==> src/rtl/sr_bank_driver.sv <==
// sr_bank_driver
//   Write-side controller for a bank of N clocked SR flip-flops. It accepts a
//   target word over a valid/ready handshake and turns it into per-bit set/reset
//   excitation. It then reads the bank back through q_fb_i and compares it with
//   the target. On a mismatch it re-drives the bank up to MAX_RETRY more times.
//
//   Optional build macro: SR_DRV_RETRY_CNT_EN adds the retry_cnt_o output.
//
// Ports
//   clk_i        rising-edge clock, shared with the SR bank
//   rst_i        asynchronous, active-high reset
//   req_valid_i  target word offered
//   req_ready_o  driver idle; request accepted on valid & ready at posedge
//   req_data_i   [N] target value for the bank
//   s_o, r_o     [N] set / reset lines to the bank
//   q_fb_i       [N] q outputs of the bank
//   busy_o       high in every state except IDLE
//   done_o       one-cycle pulse: bank verified equal to target
//   err_o        one-cycle pulse: retries exhausted, bank differs from target
//   retry_cnt_o  (SR_DRV_RETRY_CNT_EN only) re-drives used by the last request
//
// State  | meaning
// IDLE   | ready for a request, s/r idle
// DRIVE  | s/r asserted for PULSE_CYCLES cycles
// SETTLE | s=r=0 for SETTLE_CYCLES cycles, waiting for the bank to settle
// CHECK  | compare q_fb with the target, then finish or retry
// DONE   | done pulse, retry count cleared
// ERR    | err pulse, retry count cleared
module sr_bank_driver #(
    parameter int N             = 4,
    parameter int PULSE_CYCLES  = 2,
    parameter int SETTLE_CYCLES = 1,
    parameter int MAX_RETRY     = 2,
    localparam int RCW = (MAX_RETRY > 0) ? $clog2(MAX_RETRY + 1) : 1
) (
    input  logic         clk_i,
    input  logic         rst_i,
    input  logic         req_valid_i,
    output logic         req_ready_o,
    input  logic [N-1:0] req_data_i,
    output logic [N-1:0] s_o,
    output logic [N-1:0] r_o,
    input  logic [N-1:0] q_fb_i,
    output logic         busy_o,
    output logic         done_o,
    output logic         err_o
`ifdef SR_DRV_RETRY_CNT_EN
    ,
    output logic [RCW-1:0] retry_cnt_o
`endif
);

    localparam int CMAX = (PULSE_CYCLES > SETTLE_CYCLES) ? PULSE_CYCLES : SETTLE_CYCLES;
    localparam int CW   = $clog2(CMAX + 1);

    localparam logic [CW-1:0]  PULSE_LOAD  = CW'(PULSE_CYCLES - 1);
    localparam logic [CW-1:0]  SETTLE_LOAD = CW'(SETTLE_CYCLES - 1);
    localparam logic [RCW-1:0] RETRY_MAX   = RCW'(MAX_RETRY);

    typedef enum logic [2:0] {
        IDLE, DRIVE, SETTLE, CHECK, DONE, ERR
    } state_t;

    state_t         state_q;
    logic [N-1:0]   tgt_q;
    logic [CW-1:0]  cnt_q;
    logic [RCW-1:0] retry_q;
    logic [N-1:0]   s_q, r_q;
    logic           ready_q, busy_q, done_q, err_q;

    // In IDLE the excitation comes from the incoming word. In CHECK it comes
    // from the latched target. Set and reset are mutually exclusive per bit by
    // construction.
    logic [N-1:0] tgt_src;
    logic [N-1:0] set_d, rst_d;

    always_comb begin
        tgt_src = (state_q == IDLE) ? req_data_i : tgt_q;
        set_d   = tgt_src & ~q_fb_i;
        rst_d   = ~tgt_src & q_fb_i;
    end

    always_ff @(posedge clk_i or posedge rst_i) begin
        if (rst_i) begin
            state_q <= IDLE;
            tgt_q   <= '0;
            cnt_q   <= '0;
            retry_q <= '0;
            s_q     <= '0;
            r_q     <= '0;
            ready_q <= 1'b1;
            busy_q  <= 1'b0;
            done_q  <= 1'b0;
            err_q   <= 1'b0;
        end else begin
            case (state_q)
                IDLE: begin
                    if (req_valid_i) begin
                        tgt_q   <= req_data_i;
                        ready_q <= 1'b0;
                        busy_q  <= 1'b1;
                        if ((set_d | rst_d) == '0) begin
                            // Bank already holds the target: skip straight to DONE.
                            state_q <= DONE;
                            done_q  <= 1'b1;
                        end else begin
                            state_q <= DRIVE;
                            s_q     <= set_d;
                            r_q     <= rst_d;
                            cnt_q   <= PULSE_LOAD;
                        end
                    end
                end
                DRIVE: begin
                    if (cnt_q == '0) begin
                        state_q <= SETTLE;
                        s_q     <= '0;
                        r_q     <= '0;
                        cnt_q   <= SETTLE_LOAD;
                    end else begin
                        cnt_q <= cnt_q - CW'(1);
                    end
                end
                SETTLE: begin
                    if (cnt_q == '0) begin
                        state_q <= CHECK;
                    end else begin
                        cnt_q <= cnt_q - CW'(1);
                    end
                end
                CHECK: begin
                    if (q_fb_i == tgt_q) begin
                        state_q <= DONE;
                        done_q  <= 1'b1;
                    end else if (retry_q < RETRY_MAX) begin
                        state_q <= DRIVE;
                        retry_q <= retry_q + RCW'(1);
                        s_q     <= set_d;
                        r_q     <= rst_d;
                        cnt_q   <= PULSE_LOAD;
                    end else begin
                        state_q <= ERR;
                        err_q   <= 1'b1;
                    end
                end
                DONE, ERR: begin
                    state_q <= IDLE;
                    done_q  <= 1'b0;
                    err_q   <= 1'b0;
                    retry_q <= '0;
                    ready_q <= 1'b1;
                    busy_q  <= 1'b0;
                end
                default: begin
                    state_q <= IDLE;
                    s_q     <= '0;
                    r_q     <= '0;
                    ready_q <= 1'b1;
                    busy_q  <= 1'b0;
                end
            endcase
        end
    end

`ifdef SR_DRV_RETRY_CNT_EN
    // Snapshot of the re-drives used. It is captured as DONE/ERR is entered,
    // held until the next accept, and cleared on that accept.
    logic [RCW-1:0] retry_cnt_q;

    always_ff @(posedge clk_i or posedge rst_i) begin
        if (rst_i) begin
            retry_cnt_q <= '0;
        end else if (state_q == IDLE && req_valid_i) begin
            retry_cnt_q <= '0;
        end else if (state_q == CHECK &&
                     (q_fb_i == tgt_q || retry_q == RETRY_MAX)) begin
            retry_cnt_q <= retry_q;
        end
    end

    assign retry_cnt_o = retry_cnt_q;
`endif

    assign s_o         = s_q;
    assign r_o         = r_q;
    assign req_ready_o = ready_q;
    assign busy_o      = busy_q;
    assign done_o      = done_q;
    assign err_o       = err_q;

endmodule

==> config.mk <==
export PLATFORM = sky130hd
export DESIGN_NAME = sr_bank_driver
export DESIGN_NICKNAME = d
export VERILOG_FILES = /design/src/rtl/sr_bank_driver.sv
export SDC_FILE = /design/constraint.sdc
export NUM_CORES = 1
export LEC_CHECK = 0
export ABC_AREA = 1
export BUFFER_PORTS_ARGS = -buffer_cell sky130_fd_sc_hd__buf_2
export CORE_UTILIZATION = 38
export CTS_BUF_LIST = sky130_fd_sc_hd__clkbuf_4 sky130_fd_sc_hd__clkbuf_8 sky130_fd_sc_hd__clkbuf_16
export CTS_CLUSTER_DIAMETER = 200
export DETAILED_ROUTE_END_ITERATION = 12
export MAX_ROUTING_LAYER = met4
export SYNTH_ARGS = -nofsm -noshare
export SYNTH_HDL_FRONTEND = slang
export SYNTH_SLANG_ARGS = --single-unit
==> constraint.sdc <==
create_clock -name clk_i -period 2.1 [get_ports clk_i]
set_clock_uncertainty 0.05 [all_clocks]
set_input_delay 0.42 -clock clk_i [delete_from_list [all_inputs] [get_ports clk_i]]
set_output_delay 0.42 -clock clk_i [all_outputs]
set_load 0.05 [all_outputs]
==> metrics.md, run 1 <==
| Metric | Value |
|---|---|
| P_sw | `0.00161 W` |
| Max-slew violations | `0` |
| Vias | `1314` |
| Max Buffers Root-to-Sink | `2` |
| Final hold viol count | `0` |
| CTS tree | `yes` |
| Top cells by area, synth | `dfrtp_1, nand2_1, inv_1` |
| Post-DP HPWL | `2460 microns` |
| Core area | `0.00377 sq mm` |
| Post-Syn Instances | `209` |
| Sw frac | `52.6%` |
| Root buf cell | `clkbuf_8` |
| Crit share post-route | `92.8%` |
| Slowest library cell on the worst path | `dfrtp_1` |
| Initial Utilization | `41.0%` |
| Worst skew pair latency | `0.26 ns` |
| Distinct cells, synth | `22` |
| GPL Wtd Cong | `0.875` |
| Hold_buf cts | `0` |
| Die ar. | `0.00433 sq mm` |
| Antenna violations before repair | `0` |
| Routed met1 length | `1640 microns` |
| Number of nets in the layout | `266` |
| Yosys reg bits | `23` |
| Slew HR | `60.5%` |
| Syn_nets | `231` |
| Tightest Pin Transition | `0.593 ns` |
| Syn-to-layout area delta | `19.5%` |
| Internal Power | `0.00145 W` |
| Met2 wire length | `1360 microns` |
| Syn Area/Cell | `7.39 sq um` |
| Max Used Layer | `met4` |
| Final Util | `49.0%` |
| Die Width | `65.8 microns` |
| P per Cell Area | `1660 mW/mm^2` |
| Primary FF master, synth | `dfrtp_1` |
| Worst hold path class | `primary input to asynchronous set/reset pin` |
| EDFF count, synth | `0` |
| Cell with the most instances after synthesis | `nand2_1` |
| Synth top cells by count | `nand2_1, inv_1, dfrtp_1` |
| Clock Pin Slew Worst Setup and Hold Paths | `0.08 ns` |
| Overflow after GRT | `0` |
| Final Total Pwr | `0.00306 W` |
| Combinational Power Share | `65.6%` |
| Crit path top cell by count | `nand2_1` |
| GRT Overall Usage | `16.1%` |
| CTS Sinks | `23` |
| Leading area contributor after synthesis | `dfrtp_1` |
| Crit path max fanout | `8` |
| Row cnt | `22` |
| Tmin final | `1.95 ns` |
| 1st-iter DRT viols | `62` |
| # IOs | `23` |
| Critical path class | `flop to flop` |
| Pin count of the biggest net entering global routing | `16` |
| Die height | `65.8 microns` |
| First-pass GRT wire length | `5160 microns` |
| Max Clock Freq | `513 MHz` |
| CP Cell Sequence | `nor2_4, nand2_2, o21ai_2, ha_1, nand2_1, inv_1, nand2_1, nor2_2, inv_2, nand4_4, nand2_1, nand2_1` |
| Setup crit start kind | `flop` |
| CP arrival | `2.05 ns` |
| CP top delay family | `simple AND/OR/NAND/NOR gates` |
| Crit-path max cell delay | `0.41 ns` |
| Sequential share of the synthesized area | `37.3%` |
| Required @ worst endpoint | `2.20 ns` |
| Num CTS Buffers | `3` |
| Vias in the first global route | `1184` |
| WP buf/inv | `2` |
| Worst VDD drop | `0.000636 V` |
| WHS | `0.160 ns` |
| Setup TNS | `0 ns` |
| Drt pass-1 iters | `4` |
| Final setup viols | `0` |
| Post-synthesis cell area | `0.00155 sq mm` |
| N_diodes | `0` |
| Clock share of power | `9.3%` |
| Top-area cell type share of the netlist area | `35.6%` |
| Status | `finished clean` |
| Layout cells sized above 1 | `24.7%` |
| WL/cell | `10.7 microns` |
| Final WL | `3110 microns` |
| Antenna Nets Post-Route | `0` |
| # DRC | `0` |
| DR vias/cell | `4.52` |
| Buffers on Ports | `22` |
| Asr flop ratio synth | `100%` |
| Routed length on met3 | `70 microns` |
| Sequential share of power | `25.1%` |
| # Max-Cap Violations | `0` |
| CP Capture Type | `flop` |
| Leakage | `1.09 nW` |
| YS warnings | `0` |
| H-Tree Level Count | `1` |
-- routing by layer --
layer	up-vias	track usage (%)
met2	15	24.0
li1	713	-
met3	4	2.59
met4	0	5.71
met1	582	22.1
met5	-	-
-- cells in the final DEF (no fill, tap or decap), types with 2 or more instances in the layout --
master,netlist,final
nand2_1,69,68
inv_1,39,39
dfrtp_1,22,22
buf_2,0,22
nor2_1,16,16
nand4_1,12,12
ha_1,11,11
o21ai_0,13,9
buf_4,0,8
inv_2,4,4
nand2_4,3,4
o21ai_2,0,4
nand3_2,3,3
nand2_2,2,3
clkbuf_8,0,3
nand3_1,2,2
a31oi_1,2,2
-- path summary, 6_finish.rpt --
path,startpoint,to,slack (ns),cells after the start
worst max-delay path,state_q[2],r_o[2],0.15,12
worst min-delay path,rst_i,s_o[0],0.16,2
worst max register to register,state_q[2],r_o[2],0.15,12
worst min register to register,req_ready_o,req_ready_o,0.41,2
max in group asynchronous,rst_i,tgt_q[0],1.28,3
min in group clk_i,req_data_i[2],tgt_q[2],0.40,3
-- power by group through the flow --
stage / Clock (W) / Combinational [W] / Sequential (W)
final: 0.000286 / 0.00201 / 0.000769
after floorplan: 0 / 0.00120 / 0.00108
after global placement: 0 / 0.00193 / 0.000764
after global routing: 0.000320 / 0.00226 / 0.000794
after CTS: 0.000302 / 0.00194 / 0.000763
after detailed placement: 0 / 0.00193 / 0.000770
-- final cells by class --
| type | instances | area, sq um |
|---|---|---|
| Clock buffer | 4 | 48.8 |
| Fill cell | 384 | 1920 |
| Inverter | 43 | 161 |
| Multi-Input combinational cell | 142 | 818 |
| Sequential cell | 23 | 577 |
| Tap cell | 48 | 60.1 |
| Timing Repair Buffer | 31 | 181 |
-- kinds of logic after synthesis --
family / Yosys count / share of synthesized area (%)
and+or+nand+nor: 112 / 35.3
buffers and inverters: 45 / 11.9
DFF: 23 / 37.3
AOI/OAI and AO/OA: 18 / 6.56
adders and majority gates: 11 / 8.91
-- registers in the layout, indices dropped and copies added, names as in the netlist --
name         cells
tgt_q            4
done_o           1
err_o            1
cnt_q            2
busy_o           1
retry_q          2
state_q          3
r_o              4
req_ready_o      1
s_o              4
-- per-stage QoR --
stage | cell area, sq um | instances | setup slack (ns)
4_1_cts | 1800 | 289 | 0.0793
5_1_grt | 1850 | 291 | -0.00120
2_1_floorplan | 1550 | 209 | 0.0289
6_report | 1850 | 291 | 0.152
3_5_place_dp | 1750 | 285 | 0.107
3_3_place_gp | 1750 | 285 | 0.143
-- repair_timing --
item,CTS,global route
endpoints found under the setup margin,0,11
setup buffers,0,1
resized for setup,0,12
Power figures use the tool's default switching activity.
==> run 2: changes to the inputs <==
--- a/config.mk
+++ b/config.mk
@@ -7,6 +7,7 @@
 export LEC_CHECK = 0
 export ABC_AREA = 1
 export BUFFER_PORTS_ARGS = -buffer_cell sky130_fd_sc_hd__buf_2
+export CORE_MARGIN = 5
 export CORE_UTILIZATION = 38
 export CTS_BUF_LIST = sky130_fd_sc_hd__clkbuf_4 sky130_fd_sc_hd__clkbuf_8 sky130_fd_sc_hd__clkbuf_16
 export CTS_CLUSTER_DIAMETER = 200
==> metrics.md, run 2 (same netlist as run 1, synthesis figures left out) <==
| Metric | Value |
|---|---|
| CTS Sinks | `23 (unchanged)` |
| 1st-iter DRT viols | `116 (+87%)` |
| # Max-Cap Violations | `0 (unchanged)` |
| Max-slew violations | `0 (unchanged)` |
| H-Tree Level Count | `1 (unchanged)` |
| Critical path class | `flop to flop` |
| Max Buffers Root-to-Sink | `2 (unchanged)` |
| Setup crit start kind | `flop` |
| Required @ worst endpoint | `2.22 ns (+0.02 ns)` |
| Crit path max fanout | `8 (unchanged)` |
| Tightest Pin Transition | `0.542 ns (-0.0509 ns)` |
| Max Clock Freq | `505 MHz (-1.6%)` |
| CP Cell Sequence | `nor2_4, nand2_2, nand2_1, o21ai_1, ha_1, nand2_1, inv_1, nand2_2, nor2_4, inv_2, buf_6, nand4_1, nand2_1` |
| Clock Pin Slew Worst Setup and Hold Paths | `0.08 ns (about the same)` |
| Drt pass-1 iters | `4 (unchanged)` |
| Final hold viol count | `0 (unchanged)` |
| GPL Wtd Cong | `0.834 (-4.6%)` |
| Worst Reg-to-Reg Cells | `13 (+1)` |
| Status | `finished clean` |
| Initial Utilization | `38.9% (-2.1 points)` |
| Overflow after GRT | `0 (unchanged)` |
| Slew HR | `63.9% (+3.4 points)` |
| Critical R2R Launch | `state_q[2]` |
| Layout cells sized above 1 | `24.8% (+0.10 points)` |
| Die ar. | `0.00544 sq mm (+26%)` |
| Pin count of the biggest net entering global routing | `15 (-1)` |
| RSZ-0062 raised after global routing | `yes` |
| Leakage | `1.09 nW (-0.44%)` |
| P per Cell Area | `1660 mW/mm^2 (+0.12%)` |
| Antenna Nets Post-Route | `0 (unchanged)` |
| Final Util | `46.5% (-2.5 points)` |
| Crit path top cell by count | `nand2_1` |
| Worst Setup EP | `s_o[3]` |
| Worst VDD drop | `0.000745 V (+17%)` |
| Buffers on Ports | `22 (unchanged)` |
| Critical Path Start | `state_q[2]` |
| Die Width | `73.8 microns (+12%)` |
| Slowest library cell on the worst path | `dfrtp_1` |
| CP arrival | `2.10 ns (+0.05 ns)` |
| Commonest non-fill, non-tap cell in the layout | `nand2_1` |
| Final WL | `3140 microns (+0.90%)` |
| # IOs | `23 (unchanged)` |
| CTS tree | `yes` |
| Final setup viols | `0 (unchanged)` |
| Most frequent cells in the layout | `nand2_1, inv_1, dfrtp_1, buf_2, nor2_1` |
| Worst skew pair latency | `0.27 ns (about the same)` |
| CP Capture Type | `flop` |
| First-pass GRT wire length | `5290 microns (+2.5%)` |
| Crit-path max cell delay | `0.42 ns (about the same)` |
| Root buf cell | `clkbuf_8` |
| Core area | `0.00397 sq mm (+5.3%)` |
| Vias in the first global route | `1127 (-4.8%)` |
| # DRC | `0 (unchanged)` |
| WHS | `0.127 ns (-0.0323 ns)` |
| Syn-to-layout area delta | `19.4% (about the same)` |
| Crit share post-route | `94.3% (+1.5 points)` |
| GRT Overall Usage | `12.8% (-3.3 points)` |
| Num CTS Buffers | `3 (unchanged)` |
| Number of nets in the layout | `265 (-0.38%)` |
| Reg2Reg Capture Point | `s_o[3]` |
| Row cnt | `23 (+4.5%)` |
| N_diodes | `0 (unchanged)` |
| Antenna violations before repair | `0 (unchanged)` |
| Tmin final | `1.98 ns (+0.0312 ns)` |
| Hold_buf cts | `0 (unchanged)` |
| Register-to-register setup slack | `0.12 ns (-0.03 ns)` |
| Die height | `73.8 microns (+12%)` |
| Post-DP HPWL | `2530 microns (+2.5%)` |
| Worst hold path class | `primary input to asynchronous set/reset pin` |
| DR vias/cell | `4.36 (-3.5%)` |
| Vias | `1273 (-3.1%)` |
| WL/cell | `10.8 microns (+0.55%)` |
[run 2: how the worst min path moves through the flow]
stage,from,endpoint
floorplan,rst_i,busy_o
global placement,busy_o,busy_o
detailed placement,req_ready_o,req_ready_o
CTS,rst_i,state_q[2]
global route,rst_i,state_q[1]
finish,rst_i,state_q[2]
[run 2: report_power, final]
part | internal (W) | switching, W | total (W) | leakage (nW)
clock network | 0.000133 | 0.000150 | 0.000283 | 0.0255
logic | 0.000660 | 0.00134 | 0.00200 | 0.773
registers | 0.000641 | 0.000139 | 0.000780 | 0.290
total | 0.00143 | 0.00163 | 0.00307 | 1.09
[run 2: critical path, delay by kind of cell, from the launching register on]
kind                     cells  cell delay [ns]
buffers and inverters        3             0.26
adder cells (fa/ha/maj)      1             0.28
AO/OA/AOI/OAI                1             0.08
flip-flops                   1             0.42
AND/OR/NAND/NOR              8             0.79
[run 2: metrics by stage]
step | instances | TNS (ns) | setup slack, ns | cell area (sq um) | power, W
3_5_place_dp | 285 | 0 | 0.00136 | 1740 | 0.00267
3_3_place_gp | 285 | 0 | 0.0190 | 1740 | 0.00265
4_1_cts | 289 | 0 | 0.0216 | 1790 | 0.00297
2_1_floorplan | 209 | 0 | 0.0289 | 1550 | 0.00228
5_1_grt | 292 | -0.200 | -0.0408 | 1850 | 0.00338
6_report | 292 | 0 | 0.120 | 1850 | 0.00307
[run 2: repair_timing]
action | CTS | global route
setup endpoints to repair | 10 | 13
setup buffers | 0 | 2
pin swaps | 0 | 9
gates cloned | 0 | 1
resized for setup | 4 | 10
[run 2: final cells by class]
| type | count | area [sq um] |
|---|---|---|
| clock buffer | 3 | 41.3 |
| clock inverter | 1 | 5.00 |
| fill | 404 | 2130 |
| inverter | 43 | 161 |
| multi-input combinational | 142 | 825 |
| sequential | 23 | 577 |
| tap | 50 | 62.6 |
| timing repair buffer | 30 | 174 |
[run 2: routing by layer]
layer / track usage [%] / wire (microns) / up-vias
met5: - / 0 / -
met4: 4.23 / 38 / 0
met3: 2.05 / 97 / 5
met2: 18.3 / 1380 / 15
met1: 18.4 / 1630 / 537
li1: - / - / 716
==> run 3: changes to the inputs <==
--- a/config.mk
+++ b/config.mk
@@ -7,12 +7,15 @@
 export LEC_CHECK = 0
 export ABC_AREA = 1
 export BUFFER_PORTS_ARGS = -buffer_cell sky130_fd_sc_hd__buf_2
+export CELL_PAD_IN_SITES_DETAIL_PLACEMENT = 0
+export CELL_PAD_IN_SITES_GLOBAL_PLACEMENT = 1
 export CORE_MARGIN = 5
-export CORE_UTILIZATION = 38
+export CORE_UTILIZATION = 37
 export CTS_BUF_LIST = sky130_fd_sc_hd__clkbuf_4 sky130_fd_sc_hd__clkbuf_8 sky130_fd_sc_hd__clkbuf_16
 export CTS_CLUSTER_DIAMETER = 200
 export DETAILED_ROUTE_END_ITERATION = 12
 export MAX_ROUTING_LAYER = met4
+export PLACE_DENSITY_LB_ADDON = 0.1
 export SYNTH_ARGS = -nofsm -noshare
 export SYNTH_HDL_FRONTEND = slang
 export SYNTH_SLANG_ARGS = --single-unit
==> constraint.sdc (replaced) <==
create_clock -name clk_i -period 2.1 [get_ports clk_i]
set_clock_uncertainty 0.05 [all_clocks]
set_input_delay 0.42 -clock clk_i [delete_from_list [all_inputs] [get_ports clk_i]]
set_output_delay 0.42 -clock clk_i [all_outputs]
set_load 0.005 [all_outputs]
==> metrics.md, run 3 (same netlist as run 1, synthesis figures left out) <==
| Metric | Value |
|---|---|
| H-Tree Level Count | `1 (unchanged)` |
| Status | `finished clean` |
| CP arrival | `2.08 ns (-0.02 ns)` |
| Slowest library cell on the worst path | `dfrtp_1` |
| Max Buffers Root-to-Sink | `2 (unchanged)` |
| Worst skew pair latency | `0.27 ns (about the same)` |
| Layout cells sized above 1 | `25.2% (+0.41 points)` |
| # DRC | `0 (unchanged)` |
| CTS tree | `yes` |
| Slew HR | `55.8% (-8.1 points)` |
| Tmin final | `1.97 ns (-0.0124 ns)` |
| Root buf cell | `clkbuf_8` |
| GRT Overall Usage | `13.8% (+0.98 points)` |
| N_diodes | `0 (unchanged)` |
| Drt pass-1 iters | `4 (unchanged)` |
| Core area | `0.00403 sq mm (+1.4%)` |
| WHS | `0.176 ns (+0.0485 ns)` |
| Buffers on Ports | `22 (unchanged)` |
| Placed Area | `0.00175 sq mm (+0.43%)` |
| Number of nets in the layout | `265 (unchanged)` |
| Vias | `1350 (+6.0%)` |
| P per Cell Area | `1520 mW/mm^2 (-8.3%)` |
| Final instance area | `0.00185 sq mm (+0.34%)` |
| CP Capture Type | `flop` |
| DR vias/cell | `4.62 (+6.0%)` |
| Vias in the first global route | `1269 (+13%)` |
| Final WL | `3500 microns (+11%)` |
| WP buf/inv | `2 (-1)` |
| 1st-iter DRT viols | `82 (-29%)` |
| Commonest non-fill, non-tap cell in the layout | `nand2_1` |
| Tightest Pin Transition | `0.663 ns (+0.121 ns)` |
| Syn-to-layout area delta | `19.8%` |
| Row cnt | `23 (unchanged)` |
| CP Cell Sequence | `nor2_4, nand2_2, o21ai_2, ha_1, nand2_1, inv_1, nand2_2, nor2_4, inv_2, nand4_4, nand2_1, nand2_1` |
| Placed Cells incl. Taps | `286 (+0.35%)` |
| WL/cell | `12.0 microns (+11%)` |
| Final hold viol count | `0 (unchanged)` |
| RSZ-0062 raised after global routing | `no` |
| # Max-Cap Violations | `0 (unchanged)` |
| Die ar. | `0.00557 sq mm (+2.3%)` |
| CTS Sinks | `23 (unchanged)` |
| GPL Wtd Cong | `0.841 (+0.73%)` |
| Antenna Nets Post-Route | `0 (unchanged)` |
| Worst VDD drop | `0.000508 V (-32%)` |
| Pin count of the biggest net entering global routing | `17 (+2)` |
| Clock Pin Slew Worst Setup and Hold Paths | `0.09 ns (about the same)` |
| Most frequent cells in the layout | `nand2_1, inv_1, dfrtp_1, buf_2, nor2_1` |
| Crit share post-route | `93.7% (-0.59 points)` |
| Final Util | `46.0% (-0.51 points)` |
| Die Width | `74.6 microns (+1.2%)` |
| Crit path top cell by count | `nand2_1` |
| Crit-path max cell delay | `0.41 ns (about the same)` |
| Max-slew violations | `0 (unchanged)` |
| Hold_buf cts | `0 (unchanged)` |
| Overflow after GRT | `0 (unchanged)` |
| Setup crit start kind | `flop` |
| # IOs | `23 (unchanged)` |
| Critical path class | `flop to flop` |
| Max Clock Freq | `508 MHz (+0.63%)` |
| Post-DP HPWL | `2750 microns (+8.8%)` |
| Leakage | `1.09 nW (+0.22%)` |
| Die height | `74.6 microns (+1.2%)` |
| Crit path max fanout | `8 (unchanged)` |
| Non-Filler Instances | `292 (unchanged)` |
| Worst hold path class | `primary input to asynchronous set/reset pin` |
| Antenna violations before repair | `0 (unchanged)` |
| Initial Utilization | `38.4% (-0.56 points)` |
| Num CTS Buffers | `3 (unchanged)` |
| Final Total Pwr | `0.00282 W (-8.0%)` |
| Required @ worst endpoint | `2.22 ns (about the same)` |
| First-pass GRT wire length | `5780 microns (+9.1%)` |
| Final setup viols | `0 (unchanged)` |
| CP top delay family | `simple AND/OR/NAND/NOR gates` |
==> run 3: through the flow <==
stage / setup TNS, ns / setup slack (ns)
5_1_grt: 0 / 0.00443
2_1_floorplan: 0 / 0.0356
6_report: 0 / 0.133
4_1_cts: 0 / 0.0489
3_3_place_gp: 0 / 0.0292
3_5_place_dp: -0.584 / -0.0695
==> run 3: worst paths after layout <==
kind	to	from	depth (start not counted)	slack [ns]
setup / recovery	r_o[2]	state_q[2]	12	0.13
min in group clk_i	req_ready_o	req_valid_i	4	0.40
max in group asynchronous	s_o[2]	rst_i	3	1.26
setup reg to reg	r_o[2]	state_q[2]	12	0.13
hold reg to reg	req_ready_o	req_ready_o	2	0.41
hold / removal	cnt_q[0]	rst_i	2	0.18
==> run 3: area by class of cell <==
class	count	area (sq um)
Sequential cell	23	577
Fill cell	420	2180
Inverter	43	161
Clock buffer	4	48.8
Tap cell	50	62.6
Timing Repair Buffer	30	174
Multi-Input combinational cell	142	828
==> run 3: report_power, final <==
| part | internal [W] | total [W] | leakage (nW) | switching, W |
|---|---|---|---|---|
| Sequential | 0.000641 | 0.000772 | 0.290 | 0.000131 |
| Combinational | 0.000663 | 0.00174 | 0.775 | 0.00108 |
| Clock | 0.000149 | 0.000306 | 0.0262 | 0.000157 |
==> run 3: layer usage <==
layer	GRT usage [%]	share of wire [%]
met4	5.34	1.8
met2	21.2	46
met1	18.3	48
met3	2.14	4.2
met5	-	0
==> run 3: timing repair <==
item                       4_1_cts  5_1_grt
pin swaps                        0        4
gates resized for setup          5       10
hold endpoints to repair         0        0
setup endpoints to repair       10       12
setup buffers                    0        1
cloned                           0        1
